--- src/rtl/exibe_sequencia_pkg.sv ---
// Shared definitions for the sequence-display engine: FSM state codes used by
// db_estado and by the control unit's debug decoder.
package exibe_sequencia_pkg;

    localparam logic [3:0] EST_INICIAL = 4'd0;
    localparam logic [3:0] EST_PREPARA = 4'd1;
    localparam logic [3:0] EST_CARREGA = 4'd2;
    localparam logic [3:0] EST_ACESO   = 4'd3;
    localparam logic [3:0] EST_APAGADO = 4'd4;
    localparam logic [3:0] EST_FIM     = 4'd5;

    typedef enum logic [3:0] {
        INICIAL = EST_INICIAL,
        PREPARA = EST_PREPARA,
        CARREGA = EST_CARREGA,
        ACESO   = EST_ACESO,
        APAGADO = EST_APAGADO,
        FIM     = EST_FIM
    } estado_t;

    // Bits needed to count 0..n-1 (at least one bit).
    function automatic int largura_contador(input int n);
        return (n > 1) ? $clog2(n) : 1;
    endfunction

endpackage

--- src/rtl/temporizador_exibicao.sv ---
// Modulo-N counter with synchronous clear and enable. The terminal value
// (N-1) is an input so one instance serves both the on-time and the gap.
module temporizador_exibicao #(
    parameter int LARGURA = 4
) (
    input  logic               clock,
    input  logic               reset,
    input  logic               limpa,
    input  logic               conta,
    input  logic [LARGURA-1:0] ultimo,
    output logic               fim
);

    logic [LARGURA-1:0] valor;

    // Count while enabled, wrapping to zero after the terminal value.
    always_ff @(posedge clock) begin
        if (reset || limpa)
            valor <= '0;
        else if (conta)
            valor <= (valor == ultimo) ? '0 : valor + LARGURA'(1);
    end

    assign fim = (valor == ultimo);

endmodule

--- src/rtl/exibe_sequencia.sv ---
// Sequence-display engine: walks ROM addresses 0..lim_r, showing each value
// on the LEDs for TEMPO_ACESO cycles followed by TEMPO_APAGADO blank cycles.
module exibe_sequencia
    import exibe_sequencia_pkg::*;
#(
    parameter int TEMPO_ACESO   = 50_000_000,
    parameter int TEMPO_APAGADO = 25_000_000
) (
    input  logic       clock,
    input  logic       reset,
    input  logic       iniciar,
    input  logic [3:0] limite,
    input  logic [3:0] dado_rom,
    output logic [3:0] endereco,
    output logic [3:0] leds,
    output logic       ocupado,
    output logic       pronto,
    output logic [3:0] db_estado
);

    localparam int T_MAX = (TEMPO_ACESO > TEMPO_APAGADO) ? TEMPO_ACESO : TEMPO_APAGADO;
    localparam int TW    = largura_contador(T_MAX);
    localparam logic [TW-1:0] ULT_ACESO   = TW'(TEMPO_ACESO - 1);
    localparam logic [TW-1:0] ULT_APAGADO = TW'(TEMPO_APAGADO - 1);

    estado_t    estado, prox;
    logic [3:0] lim_r;
    logic       carrega_lim, zera_end, inc_end, carrega_leds, zera_leds;
    logic       limpa_tmr, conta_tmr, fim_tmr;
    logic [TW-1:0] ultimo_tmr;

    // The timer's terminal value follows the phase being timed.
    assign ultimo_tmr = (estado == ACESO) ? ULT_ACESO : ULT_APAGADO;

    temporizador_exibicao #(.LARGURA(TW)) u_tmr (
        .clock  (clock),
        .reset  (reset),
        .limpa  (limpa_tmr),
        .conta  (conta_tmr),
        .ultimo (ultimo_tmr),
        .fim    (fim_tmr)
    );

    // State register.
    always_ff @(posedge clock) begin
        if (reset)
            estado <= INICIAL;
        else
            estado <= prox;
    end

    // Next-state and datapath control decoding.
    always_comb begin
        prox         = estado;
        carrega_lim  = 1'b0;
        zera_end     = 1'b0;
        inc_end      = 1'b0;
        carrega_leds = 1'b0;
        zera_leds    = 1'b0;
        limpa_tmr    = 1'b0;
        conta_tmr    = 1'b0;
        case (estado)
            INICIAL: begin
                if (iniciar) begin
                    carrega_lim = 1'b1;
                    zera_end    = 1'b1;
                    prox        = PREPARA;
                end
            end
            PREPARA: prox = CARREGA;   // ROM address-to-data latency
            CARREGA: begin
                carrega_leds = 1'b1;
                limpa_tmr    = 1'b1;
                prox         = ACESO;
            end
            ACESO: begin
                conta_tmr = 1'b1;
                if (fim_tmr) begin
                    zera_leds = 1'b1;
                    limpa_tmr = 1'b1;
                    prox      = APAGADO;
                end
            end
            APAGADO: begin
                conta_tmr = 1'b1;
                if (fim_tmr) begin
                    limpa_tmr = 1'b1;
                    if (endereco == lim_r) begin
                        prox = FIM;
                    end else begin
                        inc_end = 1'b1;
                        prox    = PREPARA;
                    end
                end
            end
            FIM:     prox = INICIAL;
            default: prox = INICIAL;
        endcase
    end

    // Address counter, round limit and LED register; the address is never
    // incremented past lim_r, so it cannot wrap.
    always_ff @(posedge clock) begin
        if (reset) begin
            endereco <= 4'd0;
            lim_r    <= 4'd0;
            leds     <= 4'd0;
        end else begin
            if (carrega_lim)  lim_r    <= limite;
            if (zera_end)     endereco <= 4'd0;
            else if (inc_end) endereco <= endereco + 4'd1;
            if (carrega_leds) leds     <= dado_rom;
            else if (zera_leds) leds   <= 4'd0;
        end
    end

    assign ocupado   = (estado != INICIAL);
    assign pronto    = (estado == FIM);
    assign db_estado = estado;

endmodule

--- config.mk ---
export PLATFORM = sky130hd
export DESIGN_NAME = exibe_sequencia
export DESIGN_NICKNAME = d
export VERILOG_FILES = /design/src/rtl/exibe_sequencia_pkg.sv /design/src/rtl/temporizador_exibicao.sv /design/src/rtl/exibe_sequencia.sv
export SDC_FILE = /design/constraint.sdc
export NUM_CORES = 1
export LEC_CHECK = 0
export ABC_AREA = 1
export ABC_CLOCK_PERIOD_IN_PS = 3100
export CAP_MARGIN = 20
export CORE_MARGIN = 5
export CORE_UTILIZATION = 49
export CTS_BUF_LIST = sky130_fd_sc_hd__clkbuf_8
export DETAILED_ROUTE_END_ITERATION = 8
export PLACE_DENSITY = 0.71
export SLEW_MARGIN = 20
export SYNTH_ARGS = -nofsm -noshare
export SYNTH_HDL_FRONTEND = slang
export SYNTH_SLANG_ARGS = --single-unit
--- constraint.sdc ---
create_clock -name clock -period 3.1 [get_ports clock]
set_input_delay 0.62 -clock clock [delete_from_list [all_inputs] [get_ports clock]]
set_output_delay 0.62 -clock clock [all_outputs]
set_load 0.03 [all_outputs]
* Yosys cells after proc, flatten, opt, wreduce, memory -nomap -nowiden
Index checks and enable logic that the tools add are counted.
Word-level totals: register bits after elaboration 42, input port bits 11, output and inout bits 14, logic and storage cells 43
Operators by class: add/subtract/negate cells 2, equality and inequality tests 10, muxes and demuxes 19, reductions and logical operators 7
Operators with widths (count):
- 2-to-1 mux 26 bit | 2
- adder 26 x 1 -> 26 bit, second input constant | 1
- equality test 26 bit | 1
- 2-to-1 mux 4 bit | 5
- one-hot mux 4 bit (5 select lines) | 1
- 2-to-1 mux 1 bit | 9
- equality test 4 x 2 -> 1 bit, second input constant | 2
- equality test 4 x 3 -> 1 bit, second input constant | 2
- inequality test 2 bit, second input constant | 3
- adder 4 x 1 -> 4 bit, second input constant | 1
- equality test 4 x 1 -> 1 bit, second input constant | 1
- equality test 4 bit | 1
- zero test 4 bit | 1
- nonzero test 4 bit | 1
- OR reduction 2 bit | 2
- 2-to-1 mux 3 bit | 1
- AND reduction 3 bit | 1
- one-hot mux 1 bit (2 select lines) | 1
- nonzero test 2 bit | 1
- logical OR 1 bit | 1

* Depth between registers and ports, before layout
Gate-level depths: netlist (run 1).
depth in word-level cells 7, depth in mapped cells 12, depth with buffers taken out 11

* Modules after synthesis
Synthesis (run 1) repeated with hierarchy kept, for this count alone.
Second synthesis, totals: cell total of the unflattened synthesis 412, area total of the unflattened synthesis 2608.8 um^2
By module, submodules not included:
- temporizador_exibicao | instances 1, cells an instance 302, area each 1860.5 um^2, seq. area each 520.5 um^2
- exibe_sequencia | instances 1, cells an instance 110, area each 748.2 um^2, seq. area each 300.3 um^2

* Worst setup path before layout (run 1)
Ideal clock, no wire load.
path type reg-to-output, from register estado[2] (netlist: db_estado[2]), to output port pronto, arrival 1.354 ns, data required time 2.480 ns, slack 1.126 ns, cell stages (with the launch flop) 3, buffers on the path 0, path through dfxtp_1 > inv_2 > nor3_1
On the way: word-level cells in the longest chain between the ends 1
RTL lines:
- start, declared | RTL line exibe_sequencia.sv:26 | estado_t estado, prox;
- start signal, assigned | RTL line exibe_sequencia.sv:49 | estado <= prox;
- equality test 4 x 3 -> 1 bit | RTL line exibe_sequencia.sv:118 | assign pronto = (estado == FIM);
- end, declared | RTL line exibe_sequencia.sv:17 | output logic pronto,
Every way passes these cells.

* Worst setup path in the final report (run 1)
Same ends and word-level chain as after synthesis.

==> results by group, run 1 <==
Final layout
  – Number of fillers in the final layout: 437
  – Synth-to-Final Area Change: 15.8%
  – Final standard cell utilization of the core: 59.4%
  – Antenna cells: 0
  – Ratio of cells with drive above 1 in the final layout: 7.12%
  – Number of nets in the layout: between 300 and 400

Logic synthesis
  – Post-synth cell types: 30
  – Synthesized netlist cell count: 339
  – Ys Warns: 0
  – Dominant synthesized flop cell: sky130_fd_sc_hd__dfxtp_1
  – Mapped Nets: between 300 and 400
  – Cell types with the largest area share after synthesis: sky130_fd_sc_hd__dfxtp_1 (36%), sky130_fd_sc_hd__nand2_1 (13%), sky130_fd_sc_hd__nor2_1 (9.0%)
  – Share of synthesized area occupied by flip-flops and latches: 36.3%
  – Mapped cell area: 2260 sq um
  – Flops & latches, synth: between 40 and 50
  – Asr flop ratio synth: 0%
  – Number of synthesized flops with an enable pin: 0
  – Share of Yosys cell area claimed by the top area cell type: 36.3%
  – Avg Inst Size Synth: 6.68 sq um
  – Synth area leader: sky130_fd_sc_hd__dfxtp_1

STA
  – Count of pins over their slew limit: 0
  – Skew final: 0.00700 ns
  – Final setup vio count: 0
  – Headroom to the max-slew limit: between 50% and 60%
  – RSZ-0062 raised after global routing: false
  – Final critical delay including setup and external delays: 2.29 ns
  – Worst-Margin Slew: 0.725 ns
  – Ratio of final minimum period to clock period: 73.8%
  – Max Freq: 0.437 GHz
  – Total Negative Setup Slacks: 0 ns
  – Number of failing hold endpoints at the final stage: 0

Clock network
  – Number of setup buffers added after CTS: 0
  – CTS sink count: 41
  – Post_cts resized: 0
  – Source-to-sink clock delay at the later pin of the worst-skew pair: just under 0.3 ns
  – Count of hold buffers inserted by post-cts repair: 0
  – Depth of the CTS H-tree: 2
  – Library cell used as clock root buffer: sky130_fd_sc_hd__clkbuf_8
  – Clock tree from TritonCTS: yes
  – Buffers from clock root to sink, at most: 2
  – Clock-pin slew on the worst setup and hold paths: 0.08 ns
  – TritonCTS Buffers: 5

GRT
  – Global-route total usage across every layer: 16.6%
  – Number of global-route vias before repair: 1992
  – Wire length of the first global-routing pass: 8520 microns
  – Number of antenna violations at the first check in global routing: 0
  – Maximum number of pins on one net before global-route repair: 27
  – Remaining Overflow, GRT: 0

Drt
  – Detailed-route vias per instance: 4.94
  – Residual DRC: 0
  – Number of optimization iterations in the first detailed-route pass: 5
  – Vias after detailed routing: around 2100
  – Routed length per placed instance: between 10 and 15 microns
  – Residual antenna-violating net count after detailed routing: 0
  – DR iter-0 viols: roughly 120
  – Total Wirelength: 4770 microns

Floorplanning
  – Effective utilization at floorplan: 51.3%
  – Die area: 6080 sq um
  – Chip height: 78.0 microns
  – Core outline area: 4410 sq um
  – Number of top-level pins: 25
  – Horiz. Die Dim: a little under 80 microns
  – Floorplan row count: 24

Outcome
  – Status: completed

Placed design
  – HPWL after DPL: 3640 microns
  – I/O Buffers: 23
  – Final GP Congestion: 0.881

Setup path
  – Startpoint kind of the worst setup timing path: flop
  – Crit-path max FO: 5
  – Setup CP Type: reg2out
  – Critical Path End Type: primary output
  – Crit path max-delay family: buffers and inverters
  – Cell depth of the worst flop-to-flop path: 8
  – Critical path depth: 3
  – Delay of the slowest cell on the worst path: 0.70 ns
  – Critical path, cell by cell: inv_2 > nor3_1 > clkdlybuf4s50_1
  – Bufs and invs on worst path: 2
  – Arrival time at the worst endpoint: 1.67 ns
  – Cell type of the slowest stage on the worst timing path: sky130_fd_sc_hd__clkdlybuf4s50_1
  – Crit path required time: roughly 2.5 ns

Pwr
  – Power per unit of standard cell area: 502 nW/um^2
  – Total power of the final layout: 1.32 mW
  – Worst ir drop on vdd: 0.352 mV
  – Static leakage: between 1 and 1.5 nW

Flow run
  – Max-cap violation count: 0

Worst hold path
  – Number of cells on the worst hold path: 2
  – Type of the most critical hold path: reg2reg
-- registers in the layout, indices dropped and copies added, names as in the netlist --
register	count
db_estado	3
lim_r	4
endereco	4
leds	4
u_tmr.valor	26
-- final timing paths --
check | startpoint | endpoint | slack, ns
worst max register to register | u_tmr.valor[0] | u_tmr.valor[19] | 1.03
worst max-delay path | db_estado[2] | pronto | 0.81
worst min-delay path | lim_r[3] | lim_r[3] | 0.48
worst min register to register | lim_r[3] | lim_r[3] | 0.48
-- cells in the mapped netlist (2+ instances only) --
master and n:
sky130_fd_sc_hd__nand2_1 81, sky130_fd_sc_hd__nor2_1 54, sky130_fd_sc_hd__inv_1 47, sky130_fd_sc_hd__dfxtp_1 41
sky130_fd_sc_hd__nand3_1 27, sky130_fd_sc_hd__a21oi_1 18, sky130_fd_sc_hd__nor3_1 10, sky130_fd_sc_hd__xor2_1 10
sky130_fd_sc_hd__nand4_1 8, sky130_fd_sc_hd__o21ai_0 7, sky130_fd_sc_hd__nor2_2 4, sky130_fd_sc_hd__nor4_1 4
sky130_fd_sc_hd__xnor2_1 4, sky130_fd_sc_hd__nand2_4 3, sky130_fd_sc_hd__buf_6 2, sky130_fd_sc_hd__ha_1 2
sky130_fd_sc_hd__nand2_2 2, sky130_fd_sc_hd__nand3_2 2, sky130_fd_sc_hd__nor2_4 2
-- cells in the final DEF (no fill, tap or decap) --
cell / netlist / routed
sky130_fd_sc_hd__nand2_1: 81 / 81
sky130_fd_sc_hd__conb_1: 1 / 1
sky130_fd_sc_hd__nand3b_1: 1 / 1
sky130_fd_sc_hd__nand2_2: 2 / 2
sky130_fd_sc_hd__clkbuf_8: 0 / 7
sky130_fd_sc_hd__o21ai_0: 7 / 7
sky130_fd_sc_hd__nand4_1: 8 / 8
sky130_fd_sc_hd__a21oi_1: 18 / 18
sky130_fd_sc_hd__inv_2: 1 / 1
sky130_fd_sc_hd__nor2_1: 54 / 54
sky130_fd_sc_hd__nor3_2: 1 / 1
sky130_fd_sc_hd__xor2_1: 10 / 10
sky130_fd_sc_hd__nand2_4: 3 / 3
sky130_fd_sc_hd__inv_1: 47 / 47
sky130_fd_sc_hd__dfxtp_1: 41 / 41
sky130_fd_sc_hd__or2_2: 1 / 1
sky130_fd_sc_hd__xnor2_1: 4 / 4
sky130_fd_sc_hd__nor2_8: 1 / 1
sky130_fd_sc_hd__a31oi_1: 1 / 1
sky130_fd_sc_hd__clkdlybuf4s50_1: 0 / 23
sky130_fd_sc_hd__nor2_4: 2 / 2
sky130_fd_sc_hd__o21ai_4: 1 / 1
sky130_fd_sc_hd__nor2_2: 4 / 4
sky130_fd_sc_hd__nor4_1: 4 / 4
sky130_fd_sc_hd__nand3_2: 2 / 2
sky130_fd_sc_hd__nor3_1: 10 / 10
sky130_fd_sc_hd__clkinv_2: 0 / 1
sky130_fd_sc_hd__ha_1: 2 / 2
sky130_fd_sc_hd__nand3_1: 27 / 27
-- through the flow --
stage                     worst slack, ns  cells  area, sq um  hold slack [ns]
after global routing                0.702    417         2620            0.494
after global placement               1.08    409         2520            0.459
after floorplan                      1.13    339         2260            0.444
after detailed placement             1.03    409         2520            0.464
after CTS                           0.788    417         2620            0.477
final                               0.812    417         2620            0.477
-- cell type report --
type	count	area [sq um]	share of cell area [%]
Clock buffer	7	96.3	3.68
Multi-Input combinational cell	245	1220	46.7
Sequential cell	41	821	31.3
Timing Repair Buffer	23	230	8.78
Clock inverter	1	5.00	0.191
Tap cell	52	65.1	2.48
Inverter	48	180	6.87
-- routing by layer --
| metal | wire length, microns | global-route usage, % | vias up | share of wire [%] |
|---|---|---|---|---|
| met5 | 0 | 0 | - | 0 |
| met4 | 72 | 5.74 | 0 | 1.5 |
| met3 | 119 | 3.24 | 6 | 2.5 |
| met2 | 2230 | 27.2 | 24 | 47 |
| met1 | 2350 | 21.7 | 915 | 49 |
| li1 | - | - | 1117 | - |
-- worst min-delay path, cell delays in order (launching register included) --
cell and delay (ns):
sky130_fd_sc_hd__dfxtp_1 0.32, sky130_fd_sc_hd__nand2_1 0.06, sky130_fd_sc_hd__a21oi_1 0.05
-- kinds of logic (layout without fill, tap and decap cells) --
family	count (synthesis)	count (layout)	share of synthesized area [%]
xor gates and xnor gates	14	14	5.42
DFF	41	41	36.3
other	1	1	0.166
adders and majority gates	2	2	1.11
AOI/OAI and AO/OA	27	27	6.52
buffers and inverters	53	79	9.67
and+or+nand+nor	201	201	40.9
-- power by group --
group | internal [mW] | switching, mW
sequential | 0.559 | 0.0294
combinational | 0.119 | 0.222
clock | 0.201 | 0.184
total | 0.879 | 0.436
Power figures use the tool's default switching activity.
==> run 2, diff against run 1 <==
- ABC_CLOCK_PERIOD_IN_PS: 3100 -> 1900
- PLACE_DENSITY: 0.71 -> 0.74
- clock period: 3.1 -> 1.9 ns (I/O delays scaled with it)
==> results by group, run 2 (synthesis results as in run 1) <==
Drt
  – Routed length per placed instance: roughly 11 microns
  – Residual antenna-violating net count after detailed routing: 0
  – Vias after detailed routing: approximately 2100
  – Residual DRC: 0
  – Detailed-route vias per instance: 5.05
  – Number of optimization iterations in the first detailed-route pass: 4
  – Total Wirelength: about 4700 microns
  – DR iter-0 viols: 113

Placed design
  – HPWL after DPL: roughly 3600 microns
  – I/O Buffers: 23
  – Final GP Congestion: 0.838
  – Placed Cells incl. Taps: 414

Setup path
  – Critical path, cell by cell: clkdlybuf4s50_1
  – Setup CP Type: reg2out
  – Startpoint kind of the worst setup timing path: flop
  – Worst reg2reg setup slack: between 0.15 and 0.2 ns
  – Cell depth of the worst flop-to-flop path: 11
  – Launch point of the worst reg-to-reg path: u_tmr.valor[0]
  – Bufs and invs on worst path: 1
  – Crit path max-delay family: buffers and inverters
  – Crit-path max FO: 6
  – Endpoint of the most critical register-to-register path: endereco[0]
  – Arrival time at the worst endpoint: approximately 1.5 ns
  – Crit path required time: 1.52 ns
  – Cell type of the slowest stage on the worst timing path: sky130_fd_sc_hd__clkdlybuf4s50_1
  – Delay of the slowest cell on the worst path: 0.71 ns
  – Critical Path End Type: primary output

STA
  – Max Freq: 0.547 GHz
  – Skew final: 0.00662 ns
  – Final critical delay including setup and external delays: 1.83 ns
  – Ratio of final minimum period to clock period: 96.2%
  – Count of pins over their slew limit: 0
  – Worst Hold Slack: 0.478 ns
  – Final setup vio count: 0
  – Number of failing hold endpoints at the final stage: 0

Floorplanning
  – Core outline area: about 4400 sq um
  – Number of top-level pins: 25
  – Floorplan row count: 24
  – Die area: 6080 sq um
  – Chip height: 78.0 microns
  – Horiz. Die Dim: ~78 microns
  – Effective utilization at floorplan: 51.3%

Clock network
  – Clock-pin slew on the worst setup and hold paths: 0.08 ns
  – Library cell used as clock root buffer: sky130_fd_sc_hd__clkbuf_8
  – Clock tree from TritonCTS: yes
  – CTS sink count: between 40 and 50
  – TritonCTS Buffers: 5
  – Source-to-sink clock delay at the later pin of the worst-skew pair: 0.30 ns
  – Buffers from clock root to sink, at most: 2
  – Depth of the CTS H-tree: 2
  – Number of setup buffers added after CTS: 0

Final layout
  – Area of the multi-input gates: 1230 sq um
  – Post-layout instance count excluding filler cells: 422
  – Flip-flop count of the largest register after layout: 26
  – Final standard cell utilization of the core: 61.0%
  – Commonest cells after routing, fill and taps aside: sky130_fd_sc_hd__nand2_1 (81), sky130_fd_sc_hd__nor2_1 (52), sky130_fd_sc_hd__inv_1 (48), sky130_fd_sc_hd__dfxtp_1 (41), sky130_fd_sc_hd__nand3_1 (27)
  – Number of fillers in the final layout: 404
  – Synth-to-Final Area Change: 19.0%
  – Register with the most flip-flops: u_tmr.valor
  – Ratio of cells with drive above 1 in the final layout: 8.65%
  – Area of all sequential standard cells: about 800 sq um
  – Antenna cells: 0
  – Most frequent standard cell in the layout excluding fill and tap cells: sky130_fd_sc_hd__nand2_1
  – Number of nets in the layout: 382

Pwr
  – Static leakage: between 1 and 1.5 nW
  – Power per unit of standard cell area: between 800 and 900 nW/um^2
  – Total power of the final layout: 2.27 mW
  – Worst ir drop on vdd: 0.560 mV

Flow run
  – Max-cap violation count: 0

GRT
  – Number of global-route vias before repair: 1988
  – Wire length of the first global-routing pass: 8250 microns
  – Remaining Overflow, GRT: 0
  – Global-route total usage across every layer: 16.3%
  – Number of antenna violations at the first check in global routing: 0
  – Maximum number of pins on one net before global-route repair: 27

Worst hold path
  – Type of the most critical hold path: reg2reg
  – Number of cells on the worst hold path: 2
  – Beginning of the worst hold path: lim_r[1]
  – Worst hold endpoint: lim_r[1]

Outcome
  – Status: completed
## run 2: cell types whose count changed in the layout (fill, tap and decap cells not counted), sizes merged
cell	change
buf	+5
bufinv	+1
clkbuf	-1
clkdlybuf4s50	-2
clkinv	-1
dlygate4sd2	+2
inv	+1
## run 2: final cells by class
cell class | instances | area share (%)
clock buffers | 6 | 3.07
clock inverters | 2 | 1.25
inverters | 48 | 6.69
multi-input cells | 245 | 45.8
flip-flops and latches | 41 | 30.5
well taps | 52 | 2.42
repair buffers | 28 | 10.3
## run 2: how the worst max path moves through the flow
| stage | from | end | slack [ns] | depth (start not counted) |
|---|---|---|---|---|
| finish | endereco[0] | endereco[0] | 0.07 | 1 |
| floorplan | db_estado[2] | pronto | 0.17 | 2 |
| detailed placement | u_tmr.valor[0] | leds[3] | 0.18 | 10 |
| CTS | endereco[0] | endereco[0] | 0.07 | 1 |
| global route | u_tmr.valor[0] | leds[3] | -0.02 | 10 |
| global placement | db_estado[2] | pronto | 0.19 | 3 |
## run 2: metrics by stage
stage	setup WS (ns)	instance area (sq um)	TNS [ns]
5_1_grt	-0.0171	2690	-0.0507
4_1_cts	0.0661	2680	0
2_1_floorplan	0.166	2260	0
6_report	0.0714	2690	0
3_5_place_dp	0.178	2570	0
3_3_place_gp	0.189	2570	0
## run 2: power by group
group          internal (mW)  switching [mW]  total [mW]  leakage [nW]
Combinational          0.215           0.370       0.586         0.720
Clock                  0.423           0.302       0.725        0.0626
Sequential             0.912          0.0454       0.957         0.332
## run 2: per-layer routing
metal / wire [microns] / global-route usage [%]
met3: 180 / 3.70
met5: 0 / 0
met2: 2180 / 25.5
met4: 121 / 7.43
met1: 2250 / 21.3
## run 2: what timing repair did
action / CTS / global route
hold buffers: 0 / 0
setup endpoints to repair: 2 / 36
gates resized for setup: 2 / 3
## run 2: tightest hold or removal path: stages, from the launching register on
cell and delay (ns):
sky130_fd_sc_hd__dfxtp_1 0.31, sky130_fd_sc_hd__inv_1 0.07, sky130_fd_sc_hd__a21oi_1 0.06
==> run 3, diff against run 2 <==
- CORE_MARGIN: 5 -> 2
==> results by group, run 3 (synthesis results as in run 1) <==
Outcome
  – Status: completed

Drt
  – Total Wirelength: 4610 microns
  – Residual antenna-violating net count after detailed routing: 0
  – DR iter-0 viols: about 100
  – Detailed-route vias per instance: ~5
  – Number of optimization iterations in the first detailed-route pass: 4
  – Routed length per placed instance: approximately 11 microns
  – Residual DRC: 0
  – Vias after detailed routing: 2101

Setup path
  – Arrival time at the worst endpoint: between 1 and 1.5 ns
  – Cell depth of the worst flop-to-flop path: 9
  – Setup CP Type: reg2out
  – Crit path required time: 1.52 ns
  – Endpoint of the most critical register-to-register path: u_tmr.valor[25]
  – Worst reg2reg setup slack: ~0.21 ns
  – Cell type of the slowest stage on the worst timing path: sky130_fd_sc_hd__clkdlybuf4s50_1
  – Delay of the slowest cell on the worst path: 0.71 ns
  – Critical Path End Type: primary output
  – Crit path max-delay family: buffers and inverters
  – Launch point of the worst reg-to-reg path: u_tmr.valor[0]
  – Startpoint kind of the worst setup timing path: flop
  – Bufs and invs on worst path: 1
  – Critical path, cell by cell: clkdlybuf4s50_1
  – Crit-path max FO: 6

Floorplanning
  – Core outline area: 4410 sq um
  – Floorplan row count: 24
  – Horiz. Die Dim: 72.0 microns
  – Die area: 5180 sq um
  – Chip height: around 70 microns
  – Effective utilization at floorplan: 51.3%
  – Number of top-level pins: 25

Clock network
  – Library cell used as clock root buffer: sky130_fd_sc_hd__clkbuf_8
  – CTS sink count: 41
  – Clock tree from TritonCTS: yes
  – Source-to-sink clock delay at the later pin of the worst-skew pair: about 0.29 ns
  – Buffers from clock root to sink, at most: 2
  – TritonCTS Buffers: 5
  – Number of setup buffers added after CTS: 0
  – Clock-pin slew on the worst setup and hold paths: approximately 0.07 ns
  – Depth of the CTS H-tree: 2

Worst hold path
  – Type of the most critical hold path: reg2reg
  – Beginning of the worst hold path: lim_r[3]
  – Worst hold endpoint: lim_r[3]
  – Number of cells on the worst hold path: 2

GRT
  – Global-route total usage across every layer: 19.3%
  – Number of global-route vias before repair: roughly 1900
  – Wire length of the first global-routing pass: roughly 8000 microns
  – Remaining Overflow, GRT: 0
  – Number of antenna violations at the first check in global routing: 0
  – Maximum number of pins on one net before global-route repair: 27

Pwr
  – Static leakage: 1.09 nW
  – Total power of the final layout: 2.06 mW
  – Worst ir drop on vdd: 0.632 mV
  – Power per unit of standard cell area: 775 nW/um^2

STA
  – RSZ-0062 raised after global routing: false
  – Total Negative Setup Slacks: 0 ns
  – Ratio of final minimum period to clock period: 95.9%
  – Final critical delay including setup and external delays: 1.82 ns
  – Count of pins over their slew limit: 0
  – Max Freq: 0.549 GHz
  – Skew final: 0.00617 ns
  – Number of failing hold endpoints at the final stage: 0
  – Final setup vio count: 0

Final layout
  – Ratio of cells with drive above 1 in the final layout: between 9 and 10%
  – Number of fillers in the final layout: between 400 and 500
  – Area of all sequential standard cells: 823 sq um
  – Register with the most flip-flops: u_tmr.valor
  – Area of the multi-input gates: approximately 1200 sq um
  – Synth-to-Final Area Change: 17.4%
  – Flip-flop count of the largest register after layout: 26
  – Commonest cells after routing, fill and taps aside: sky130_fd_sc_hd__nand2_1 (81), sky130_fd_sc_hd__nor2_1 (50), sky130_fd_sc_hd__inv_1 (47), sky130_fd_sc_hd__dfxtp_1 (39), sky130_fd_sc_hd__nand3_1 (27)
  – Number of nets in the layout: 382
  – Antenna cells: 0
  – Post-layout instance area: roughly 2700 sq um
  – Most frequent standard cell in the layout excluding fill and tap cells: sky130_fd_sc_hd__nand2_1

Placed design
  – I/O Buffers: 23
  – Post-placement cell area: about 2600 sq um
  – Final GP Congestion: 0.871
  – HPWL after DPL: 3550 microns

Flow run
  – Max-cap violation count: 0
-- run 3: through the flow --
stage	util (%)	worst slack, ns	hold slack (ns)	std cells
floorplan	-	0.166	0.444	339
global placement	58.2	0.195	0.462	414
detailed placement	58.2	0.164	0.469	414
CTS	59.8	0.0752	0.478	420
global route	60.2	0.0216	0.498	420
finish	60.2	0.0774	0.478	420
-- run 3: layout make-up --
class | count | share of cell area (%)
clock inverters | 1 | 0.188
repair buffers | 28 | 10.5
multi-input cells | 245 | 46.5
well taps | 52 | 2.45
inverters | 48 | 6.78
flip-flops and latches | 41 | 31.0
clock buffers | 5 | 2.59
-- run 3: worst max-delay path by stage --
| stage | from | end | depth (start not counted) |
|---|---|---|---|
| global placement | db_estado[2] | pronto | 3 |
| CTS | endereco[0] | endereco[0] | 1 |
| finish | endereco[0] | endereco[0] | 1 |
| detailed placement | u_tmr.valor[0] | endereco[3] | 11 |
| global route | endereco[0] | endereco[0] | 1 |
| floorplan | db_estado[2] | pronto | 2 |
-- run 3: metal layers --
layer | part of all wire, % | GRT usage (%) | vias to the layer above
met5 | 0 | 0 | -
met4 | 0.82 | 5.66 | 0
met3 | 3.2 | 5.00 | 4
met2 | 48 | 30.9 | 28
met1 | 48 | 26.0 | 944
li1 | - | - | 1125
-- run 3: report_power, final --
part           switching, mW  internal [mW]  leakage [nW]  total (mW)
Clock                  0.280          0.242        0.0399       0.521
Sequential            0.0462          0.913         0.333       0.959
Combinational          0.364          0.215         0.716       0.579
-- run 3: repair_timing --
| action | CTS | global route |
|---|---|---|
| gates cloned | 0 | 0 |
| pin swaps | 0 | 1 |
| setup endpoints to repair | 2 | 36 |
| endpoints found under the hold margin | 0 | 0 |
| hold buffers | 0 | 0 |
| gates resized for setup | 2 | 7 |
